[src/rtl/dct_mac_sequencer.sv]
// dct_mac_sequencer: steps a shared multiply-accumulate unit through one DCT
// row pass. For each output coefficient it issues TAPS accumulate cycles,
// waits out the MAC pipeline latency, captures the accumulator and offers it
// downstream on a valid/ready handshake.
//
// Ports:
//   clk, rst        clock; synchronous active-low reset
//   ena             global clock enable (low freezes all state)
//   start           begin a pass (accepted only when idle)
//   busy, done      pass in progress; one-cycle pulse after the last result
//   sample_sel      row-buffer sample index (current tap)
//   coef_sel        coefficient ROM address {out_idx, tap}
//   mac_clr, mac_en accumulator clear / accumulate strobes (combinational)
//   mac_result      accumulator output of the MAC unit
//   res_data/res_idx/res_valid/res_ready  result handshake
//   stall_cnt       (only with DCT_MAC_SEQ_STALL_CNT_EN) saturating count of
//                   enabled cycles spent with res_valid && !res_ready
//
// Optional feature macro: DCT_MAC_SEQ_STALL_CNT_EN
module dct_mac_sequencer #(
    parameter int unsigned TAPS    = 8,
    parameter int unsigned OUTS    = 8,
    parameter int unsigned IDX_W   = 3,
    parameter int unsigned MAC_LAT = 2,
    parameter int unsigned ACC_W   = 24
) (
    input  logic                 clk,
    input  logic                 rst,
    input  logic                 ena,
    input  logic                 start,
    output logic                 busy,
    output logic                 done,
    output logic [IDX_W-1:0]     sample_sel,
    output logic [2*IDX_W-1:0]   coef_sel,
    output logic                 mac_clr,
    output logic                 mac_en,
    input  logic [ACC_W-1:0]     mac_result,
    output logic [ACC_W-1:0]     res_data,
    output logic [IDX_W-1:0]     res_idx,
    output logic                 res_valid,
    input  logic                 res_ready
`ifdef DCT_MAC_SEQ_STALL_CNT_EN
    ,
    output logic [15:0]          stall_cnt
`endif
);

    localparam int unsigned LAT_W   = 3;
    localparam int unsigned STALL_W = 16;

    typedef enum logic [1:0] {IDLE, ACCUM, DRAIN, HOLD} state_e;

    state_e             state_q, state_d;
    logic [IDX_W-1:0]   tap_q, tap_d;
    logic [IDX_W-1:0]   out_idx_q, out_idx_d;
    logic [LAT_W-1:0]   lat_cnt_q, lat_cnt_d;
    logic [ACC_W-1:0]   res_data_q, res_data_d;
    logic [IDX_W-1:0]   res_idx_q, res_idx_d;
    logic               res_valid_q, res_valid_d;
    logic               done_q, done_d;
    logic               xfer;
`ifdef DCT_MAC_SEQ_STALL_CNT_EN
    logic [STALL_W-1:0] stall_cnt_q, stall_cnt_d;
`endif

    // State register; done is a pulse so it is refreshed every cycle, which
    // only ever clears it while ena is low (done_d needs ena to be set).
    always_ff @(posedge clk) begin
        if (!rst) begin
            state_q     <= IDLE;
            tap_q       <= '0;
            out_idx_q   <= '0;
            lat_cnt_q   <= '0;
            res_data_q  <= '0;
            res_idx_q   <= '0;
            res_valid_q <= 1'b0;
            done_q      <= 1'b0;
`ifdef DCT_MAC_SEQ_STALL_CNT_EN
            stall_cnt_q <= '0;
`endif
        end else begin
            done_q <= done_d;
            if (ena) begin
                state_q     <= state_d;
                tap_q       <= tap_d;
                out_idx_q   <= out_idx_d;
                lat_cnt_q   <= lat_cnt_d;
                res_data_q  <= res_data_d;
                res_idx_q   <= res_idx_d;
                res_valid_q <= res_valid_d;
`ifdef DCT_MAC_SEQ_STALL_CNT_EN
                stall_cnt_q <= stall_cnt_d;
`endif
            end
        end
    end

    // Next-state logic
    always_comb begin
        state_d     = state_q;
        tap_d       = tap_q;
        out_idx_d   = out_idx_q;
        lat_cnt_d   = lat_cnt_q;
        res_data_d  = res_data_q;
        res_idx_d   = res_idx_q;
        res_valid_d = res_valid_q;
        done_d      = 1'b0;
        xfer        = res_valid_q && res_ready && ena;
`ifdef DCT_MAC_SEQ_STALL_CNT_EN
        stall_cnt_d = stall_cnt_q;
        if (res_valid_q && !res_ready && (stall_cnt_q != '1)) begin
            stall_cnt_d = stall_cnt_q + STALL_W'(1);
        end
`endif
        case (state_q)
            IDLE: begin
                if (start) begin
                    state_d   = ACCUM;
                    tap_d     = '0;
                    out_idx_d = '0;
`ifdef DCT_MAC_SEQ_STALL_CNT_EN
                    stall_cnt_d = '0;
`endif
                end
            end
            ACCUM: begin
                // TAPS is a power of two, so the increment wraps to 0 by itself
                tap_d = tap_q + IDX_W'(1);
                if (tap_q == IDX_W'(TAPS - 1)) begin
                    state_d   = DRAIN;
                    lat_cnt_d = LAT_W'(MAC_LAT - 1);
                end
            end
            DRAIN: begin
                if (lat_cnt_q == '0) begin
                    res_data_d  = mac_result;
                    res_idx_d   = out_idx_q;
                    res_valid_d = 1'b1;
                    state_d     = HOLD;
                end else begin
                    lat_cnt_d = lat_cnt_q - LAT_W'(1);
                end
            end
            HOLD: begin
                if (xfer) begin
                    res_valid_d = 1'b0;
                    if (out_idx_q == IDX_W'(OUTS - 1)) begin
                        done_d  = 1'b1;
                        state_d = IDLE;
                    end else begin
                        out_idx_d = out_idx_q + IDX_W'(1);
                        state_d   = ACCUM;
                    end
                end
            end
            default: state_d = IDLE;
        endcase
    end

    // MAC strobes are gated by ena without a register stage
    assign mac_en     = (state_q == ACCUM) && ena;
    assign mac_clr    = mac_en && (tap_q == '0);
    assign busy       = (state_q != IDLE);
    assign done       = done_q;
    assign sample_sel = tap_q;
    assign coef_sel   = {out_idx_q, tap_q};
    assign res_data   = res_data_q;
    assign res_idx    = res_idx_q;
    assign res_valid  = res_valid_q;
`ifdef DCT_MAC_SEQ_STALL_CNT_EN
    assign stall_cnt  = stall_cnt_q;
`endif

endmodule

[config.mk]
export PLATFORM = sky130hd
export DESIGN_NAME = dct_mac_sequencer
export DESIGN_NICKNAME = d
export VERILOG_FILES = /design/src/rtl/dct_mac_sequencer.sv
export SDC_FILE = /design/constraint.sdc
export NUM_CORES = 1
export LEC_CHECK = 0
export CAP_MARGIN = 20
export CORE_ASPECT_RATIO = 1.4
export CORE_MARGIN = 8
export CORE_UTILIZATION = 44
export DETAILED_ROUTE_END_ITERATION = 10
export GPL_TIMING_DRIVEN = 0
export PLACE_DENSITY = 0.75
export SYNTH_ARGS = -nofsm -noshare
export SYNTH_HDL_FRONTEND = slang
export SYNTH_SLANG_ARGS = --single-unit
[constraint.sdc]
create_clock -name clk -period 2 [get_ports clk]
set_input_delay 0.4 -clock clk [delete_from_list [all_inputs] [get_ports clk]]
set_output_delay 0.4 -clock clk [all_outputs]
set_load 0.01 [all_outputs]
==> impl_metrics.toml <==
[run_status]
status = "completed"

[yosys]
ys_ff_latch = 40
ys_types = 41
synth_top_area_share_pct = 42.4
synth_edf_count = 0
syn_area_um2 = 1890
synth_warnings = 0
syn_area_per_cell_um2 = 8.59
syn_nets = 261
synthFlopType = "dfxtp_1"
async_reset_ff_share_pct = 0
synth_area_leaders = "dfxtp_1 (42%), nand2_1 (14%), a21boi_1 (7.9%)"
synth_top_cell_by_area = "dfxtp_1"
ys_seq_area_share_pct = 42.4
synthesis.instances = 220

[global_route]
grt_pass1_wl_mm = 7.21
grt_pass1_vias = 1567
grt-ovfl-total = 0
antenna_found_initial = 0
grt_usage_pct = 13.4
grt_max_degree = 13

[critical_path]
worstPathMaxFanout = 7
max_stage_delay_ns = 0.37
worstPathCellList = "inv_2 > ha_4 > and2_1 > and3b_1 > dlygate4sd2_1"
crit_slowest_cell = "dfxtp_2"
crit_buf_inv = 2
crit_family = "flip-flops"
cp-startpoint = "state_q[1]"
worst_ep_arrival_time_ns = 1.51
crit_required_ns = 1.60
critPathLaunchType = "flip-flop"
timing.rr.start = "state_q[0]"
end_kind = "output port"
worst-setup-path-type = "reg2out"

[cts]
cts_hold_buf = 0
cts.sink_count = 40
cts-root-buf = "clkbuf_8"
cts_tree = "yes"
htree_num_levels = 2
clock_path_buffers = 2
cts_buffers = 5
insertion_delay_ns = 0.29
cts_setup_buffers = 0
path_clk_slew_ns = 0.07

[floorplan]
dieArea_um2 = 6680
die_y_um = 93.6
fp.dieW_um = 71.4
floorplan.initialDensity_pct = 45.3
rows = 28
pin_count = 70
fp.coreArea_um2 = 4170

[cells_and_area]
final_cell_mix = "nand2_1 (70), clkdlybuf4s50_1 (64), dfxtp_1 (38), a21boi_1 (20)"
drive_above_1_share_pct = 10.2
layout_commonest_cell = "nand2_1"
syn2layout_area_growth_pct = 44.5
utilization_pct = 65.5
fillers = 394
regArea_um2 = 806
n_antenna_cell = 0
final_area_um2 = 2730
finalNetCount = 335
multi_input_area_um2 = 981

[sta]
fin_skew_ns = 0.00813
maxSlewViolCount = 0
whs_ns = 0.433
fin_crit_sh_pct = 95.7
rsz0062_at_grt = "false"
finalCriticalPeriod_ns = 1.91
clock.fmax_mhz = 523
hold_viol = 0
slew_headroom_pct = 70.1
tightest_slew_ns = 0.448
setup_violations = 0

[power]
p_per_area_nw_per_um2 = 624
leakagePower_nw = 1.01
ir_worst_vdd_mv = 0.305

[placed_design]
place.gp.congestion = 0.784
portBuffers = 67
dpl_cell_area_um2 = 2620
hpwl_mm = 3.47

[drt]
dr.pass1.iters = 4
drcViolationCount = 0
postRouteAntennaNets = 0
wl_mm = 4.57
wl_per_cell_um = 13.4
avgViaCountPerCell = 5.00
vias = 1699
drt_iter0_markers = 117

[min_path]
hold_start = "ena"
hold_path_class = "in2reg"

[flow_run]
drv_cap = 0
-- stage by stage --
| stage | setup WS (ns) | setup TNS, ns | instances | power, mW |
|---|---|---|---|---|
| after detailed placement | -0.0379 | -0.0379 | 332 | 1.16 |
| after CTS | 0.0200 | 0 | 340 | 1.73 |
| after floorplan | 0.415 | 0 | 220 | 1.03 |
| after global routing | 0.0183 | 0 | 340 | 1.78 |
| final | 0.0867 | 0 | 340 | 1.70 |
| after global placement | 0.0123 | 0 | 332 | 1.16 |
-- tightest hold or removal path: stages --
cell,delay [ns]
buf_4,0.15
nand2_1,0.08
nor3_1,0.05
-- cells by family (layout without fill, tap and decap cells) --
group,count (synthesis),in the layout,synth area share [%]
and+or+nand+nor,93,93,22.1
AOI/OAI and AO/OA,43,43,17.3
DFF,40,40,42.4
buffers and inverters,25,100,6.55
adders and majority gates,12,12,7.94
muxes,7,7,3.77
-- metal layers --
layer | vias to the layer above | part of all wire [%] | GRT usage, %
met5 | - | 0 | 0
met4 | 0 | 1.6 | 6.62
met3 | 5 | 6.9 | 4.82
met2 | 44 | 51 | 22.8
met1 | 779 | 41 | 14.2
li1 | 871 | - | -
-- final timing paths --
kind / slack [ns] / cells past startpoint / end
setup reg to reg: 0.29 / 7 / res_data[0]
setup / recovery: 0.09 / 5 / mac_clr
hold reg to reg: 0.45 / 2 / res_data[22]
hold / removal: 0.43 / 3 / done
-- cell type report --
type | instances | share of cell area [%]
repair buffers | 67 | 24.6
inverters | 10 | 1.37
multi-input cells | 155 | 35.9
plain buffers | 15 | 3.16
clock inverters | 1 | 0.275
clock buffers | 7 | 3.16
flip-flops and latches | 40 | 29.5
well taps | 45 | 2.06
-- what timing repair did --
action                     in CTS  in global routing
setup endpoints to repair       3                  1
hold endpoints to repair        0                  0
resized for setup               9                  1
-- power by group --
group | switching (mW) | leakage (nW) | total, mW | internal [mW]
Combinational | 0.149 | 0.644 | 0.313 | 0.164
Clock | 0.273 | 0.0445 | 0.553 | 0.280
Sequential | 0.0185 | 0.324 | 0.838 | 0.819
Total | 0.440 | 1.01 | 1.70 | 1.26
-- sequential cells by signal, summed over array words and instances (netlist names) --
| signal | cells |
|---|---|
| res_data | 24 |
| lat_cnt_q | 3 |
| out_idx_q | 3 |
| res_idx | 3 |
| sample_sel | 3 |
| state_q | 2 |
| done | 1 |
| res_valid | 1 |
-- cell usage after synthesis, types with 2 or more instances --
library cell,instances
a21oi_1,2
nor2b_2,2
buf_4,5
nand2_1,70
a21boi_1,20
o21ai_0,3
nand3_1,2
dfxtp_1,40
clkbuf_1,6
mux2i_1,6
nand3b_1,2
inv_1,8
a21boi_0,10
ha_1,12
nand4_1,2
nor2_1,3
buf_2,3
No activity file was read; power rests on OpenSTA's default activity.
